`config.mk`:
```
export PLATFORM = sky130hd
export DESIGN_NAME = cpu_controller
export DESIGN_NICKNAME = d
export VERILOG_FILES = /design/src/rtl/cpu_controller.sv
export SDC_FILE = /design/constraint.sdc
export NUM_CORES = 1
export LEC_CHECK = 0
export BUFFER_PORTS_ARGS = -buffer_cell sky130_fd_sc_hd__buf_2
export CAP_MARGIN = 5
export CORE_AREA = 2 2 39 41
export CTS_BUF_LIST = sky130_fd_sc_hd__clkbuf_8 sky130_fd_sc_hd__clkbuf_16
export CTS_CLUSTER_DIAMETER = 60
export CTS_CLUSTER_SIZE = 14
export DETAILED_ROUTE_END_ITERATION = 8
export DIE_AREA = 0 0 41 43
export HOLD_SLACK_MARGIN = 0.02
export PLACE_DENSITY = 0.41
export SLEW_MARGIN = 0
export SYNTH_ARGS = -nofsm -noshare
export SYNTH_HDL_FRONTEND = slang
export SYNTH_SLANG_ARGS = --single-unit
```
`constraint.sdc`:
```
create_clock -name clock -period 1.3 [get_ports clock]
set_input_delay 0.26 -clock clock [delete_from_list [all_inputs] [get_ports clock]]
set_output_delay 0.26 -clock clock [all_outputs]
set_load 0.02 [all_outputs]
```
`src/rtl/cpu_controller.sv`:
```
// cpu_controller: eight-state instruction sequencer for a small accumulator CPU.
//
// The state advances one step per clock through the eight phases of an
// instruction. The only exception is a HLT opcode seen in OP_ADDR, which parks
// the sequencer in OP_ADDR until reset. All control outputs are a
// combinational decode of the current state and the opcode/zero inputs.
//
// Ports:
//   clock    in   sole clock, rising edge
//   aresetn  in   asynchronous active-low reset (forces INST_ADDR)
//   opcode   in   [2:0] instruction-register opcode (cpu_pkg::opcode_t encoding)
//   zero     in   accumulator-is-zero flag
//   mem_rd   out  memory read strobe
//   load_ir  out  instruction register load
//   halt     out  CPU halted indication
//   inc_pc   out  program counter increment enable
//   load_ac  out  accumulator load
//   load_pc  out  program counter parallel load (jump target)
//   mem_wr   out  memory write strobe
//   sel      out  address mux select: 1 = PC, 0 = instruction address field
//   data_e   out  accumulator drives the data bus
//   phase    out  [2:0] current state encoding

package cpu_pkg;
  typedef enum logic [2:0] {
    OP_HLT = 3'd0,
    OP_SKZ = 3'd1,
    OP_ADD = 3'd2,
    OP_AND = 3'd3,
    OP_XOR = 3'd4,
    OP_LDA = 3'd5,
    OP_STO = 3'd6,
    OP_JMP = 3'd7
  } opcode_t;

  typedef enum logic [2:0] {
    INST_ADDR  = 3'd0,
    INST_FETCH = 3'd1,
    INST_LOAD  = 3'd2,
    IDLE       = 3'd3,
    OP_ADDR    = 3'd4,
    OP_FETCH   = 3'd5,
    ALU_OP     = 3'd6,
    STORE      = 3'd7
  } state_t;
endpackage

module cpu_controller
  import cpu_pkg::*;
(
  input  logic       clock,
  input  logic       aresetn,
  input  logic [2:0] opcode,
  input  logic       zero,
  output logic       mem_rd,
  output logic       load_ir,
  output logic       halt,
  output logic       inc_pc,
  output logic       load_ac,
  output logic       load_pc,
  output logic       mem_wr,
  output logic       sel,
  output logic       data_e,
  output logic [2:0] phase
);

  state_t  state_q, state_d;
  opcode_t op;
  logic    aluop;

  assign op    = opcode_t'(opcode);
  // Opcodes that take an operand from memory into the accumulator.
  assign aluop = (op == OP_ADD) || (op == OP_AND) || (op == OP_XOR) || (op == OP_LDA);
  assign phase = state_q;

  // Next-state: strict rotation, except HLT holds the sequencer in OP_ADDR.
  always_comb begin
    state_d = state_q;
    unique case (state_q)
      INST_ADDR:  state_d = INST_FETCH;
      INST_FETCH: state_d = INST_LOAD;
      INST_LOAD:  state_d = IDLE;
      IDLE:       state_d = OP_ADDR;
      OP_ADDR:    state_d = (op == OP_HLT) ? OP_ADDR : OP_FETCH;
      OP_FETCH:   state_d = ALU_OP;
      ALU_OP:     state_d = STORE;
      STORE:      state_d = INST_ADDR;
      default:    state_d = INST_ADDR;
    endcase
  end

  always_ff @(posedge clock or negedge aresetn) begin
    if (!aresetn) begin
      state_q <= INST_ADDR;
    end else begin
      state_q <= state_d;
    end
  end

  // Output decode. STORE for JMP raises both load_pc and inc_pc; the program
  // counter gives load priority, so the jump target wins.
  always_comb begin
    mem_rd  = 1'b0;
    load_ir = 1'b0;
    halt    = 1'b0;
    inc_pc  = 1'b0;
    load_ac = 1'b0;
    load_pc = 1'b0;
    mem_wr  = 1'b0;
    sel     = 1'b0;
    data_e  = 1'b0;
    unique case (state_q)
      INST_ADDR: begin
        sel = 1'b1;
      end
      INST_FETCH: begin
        sel    = 1'b1;
        mem_rd = 1'b1;
      end
      INST_LOAD, IDLE: begin
        sel     = 1'b1;
        mem_rd  = 1'b1;
        load_ir = 1'b1;
      end
      OP_ADDR: begin
        halt   = (op == OP_HLT);
        inc_pc = (op != OP_HLT);
      end
      OP_FETCH: begin
        mem_rd = aluop;
      end
      ALU_OP: begin
        mem_rd  = aluop;
        inc_pc  = (op == OP_SKZ) && zero;
        load_pc = (op == OP_JMP);
        data_e  = (op == OP_STO);
      end
      STORE: begin
        mem_rd  = aluop;
        load_ac = aluop;
        load_pc = (op == OP_JMP);
        inc_pc  = (op == OP_JMP);
        mem_wr  = (op == OP_STO);
        data_e  = (op == OP_STO);
      end
      default: begin
        sel = 1'b1;
      end
    endcase
  end

endmodule

```
==> results.yml <==
synth:
  yosysUniqueCellTypes: 19
  ys.flop_type: "dfrtp_1"
  synth_edf_count: 0
  ys_seq_elements: 3
  synth-xor-area-share_pct: 11.2
  synth_area_per_cell_sq_um: 7.84
  synth.net_count: 36
  synth-warning-count: 0
  syn_area_sq_um: 235
  synth_compound_area_share_pct: 8.51
  synth_simple_gate_area_share_pct: 39.9
  ys_seq_area_share_pct: 31.9
  async_flop_share_pct: 100
  synthAdderAreaFrac_pct: 0
  synth_top_family_by_area: "simple AND/OR/NAND/NOR gates"
  synthCells: 30
  muxShareOfSynthArea_pct: 0
min_path:
  hp-class: "in2async"
die:
  die_area_sq_um: 1760
  die_y_um: 43
  initial_utilization_pct: 17.0
  core_area_sq_um: 1380
  rows: 14
  ioPinCount: 18
  die_w_um: 41
route:
  ant_nets: 0
  post-route-drc-count: 0
  first_iter_violations: 1
  drt_first_pass_iters: 4
  routed_wl_um: 816
  route.vias.total: 336
  wire_per_inst_um: 10.3
  avgViaCountPerCell: 4.25
finish:
  drive_gt1_share_pct: 84.1
  antenna_cells: 0
  fillers: 150
  final_nets: 70
  area_growth_pct: 165
  largest_reg_flops: 3
  final_common_cell: "buf_4"
  final_cell_mix: "13 x buf_4, 10 x buf_6, 7 x buf_2"
cts:
  root_buffer: "clkbuf_8"
  h-tree-depth: 1
  clkTransAtPathRegs_ns: 0.03
  cts_buffers: 3
  cts_buffer_depth: 2
  cts_tree: "done"
  cts_num_sinks: 3
  clk_latency_ns: 0.22
flow_run:
  drv_cap: 0
sta:
  worst_pin_slew_ns: 0.382
  fmaxAchievable_ghz: 0.639
  min_period_over_period_pct: 120
  finalClockSkew_ns: 0.00161
  report.final.setup_viol: 8
  maxSlewHeadroom_pct: 74.3
  drv_slew: 0
  tns_ns: -1.11
  fin_ws_ns: -0.266
  hold_violations: 0
  rsz0062_at_grt: "yes"
  period_minus_slack_ns: 1.57
setup_path:
  critPathCaptureType: "primary output"
  cp.depth: 3
  crit_family: "simple AND/OR/NAND/NOR gates"
  max_stage_delay_ns: 0.48
  arrival_ns: 1.31
  path_class: "reg2out"
  crit_buf_inv: 1
  reg2regPathDepth: 4
  worst-path-max-fanout: 2
  crit_chain: "or4b_4 -> nor3_4 -> buf_6"
  critPathLaunchType: "register"
  crit_slowest_cell: "or4b_4"
  required_ns: 1.04
power:
  p_per_area_nw_per_um2: 2480
  power_mw: 1.55
  cellLeakagePower_nw: 0.287
  ir_worst_vdd_uv: 951
run_status:
  violations: "setup timing"
  status: "complete, but fails checks"
global_routing:
  grt_start_max_net_pins: 6
  grt_usage_pct: 11.8
  overflow: 0
  antenna_found_initial: 0
  grt_pass1_vias: 345
  grt_pass1_wl_mm: 1.38
place:
  hpwlAfterDp_um: 580
  pre_cts_slack_ns: -0.191
  gp_congestion: 0.679
  port_buffers: 17
-- logic make-up after synthesis --
family,Yosys count
compound gates,3
xor+xnor,3
buf+inv,5
flops,3
simple gates,16
-- metrics by stage --
stage | util, % | area, sq um | hold WS, ns | cells
2_1_floorplan | - | 285 | -0.0356 | 30
3_3_place_gp | 31.7 | 439 | 0.0585 | 70
3_5_place_dp | 31.7 | 439 | 0.0578 | 70
4_1_cts | 43.9 | 607 | 0.367 | 78
5_1_grt | 45.0 | 623 | 0.383 | 79
6_report | 45.0 | 623 | 0.366 | 79
-- per-layer routing --
layer | GRT usage (%) | share of wire, %
met1 | 15.3 | 43
met2 | 15.6 | 50
met3 | 7.85 | 7.4
met4 | 3.33 | 0
met5 | 0 | 0
-- Yosys cell counts, types with 2 or more instances --
cell,number,area (sq um)
dfrtp_1,3,75.1
inv_1,3,11.3
nand2_1,2,7.51
nor2_1,6,22.5
xnor2_1,2,17.5
-- cell type report --
cell class / instances / area (sq um) / area share [%]
inverter: 3 / 13.8 / 2.21
timing repair buffer: 31 / 255 / 41.0
clock inverter: 1 / 3.75 / 0.602
clock buffer: 3 / 41.3 / 6.63
tap: 16 / 20.0 / 3.21
sequential: 3 / 78.8 / 12.7
multi-input combinational: 22 / 210 / 33.7
-- timing repair --
item                                    4_1_cts  5_1_grt
hold buffers                                  1        0
endpoints found under the setup margin       10       11
cloned                                        0        0
buffers inserted                              3        2
pin swaps                                     3        4
endpoints found under the hold margin         3        0
gates resized for setup                      29        5
-- worst register-to-register path, stage by stage, from the launching register on --
cell and delay [ns]:
dfrtp_2 0.35, or4b_4 0.48, buf_4 0.15, nor2_2 0.06
nor2_1 0.04
-- path summary, 6_finish.rpt --
kind | startpoint | end | slack, ns
worst min register to register | phase[0] | phase[0] | 0.66
worst max-delay path | phase[2] | halt | -0.27
worst min-delay path | aresetn | phase[0] | 0.37
worst max register to register | phase[2] | phase[0] | 0.11
max in group asynchronous | aresetn | phase[2] | 0.82
min in group clock | opcode[0] | phase[0] | 0.50
-- power by group --
group	internal, mW	leakage [nW]	switching (mW)	total (mW)
combinational	0.523	0.228	0.537	1.06
sequential	0.155	0.0324	0.0673	0.222
clock	0.201	0.0269	0.0623	0.263
total	0.879	0.287	0.666	1.55
Note: power is estimated with default switching activity, not from simulation.
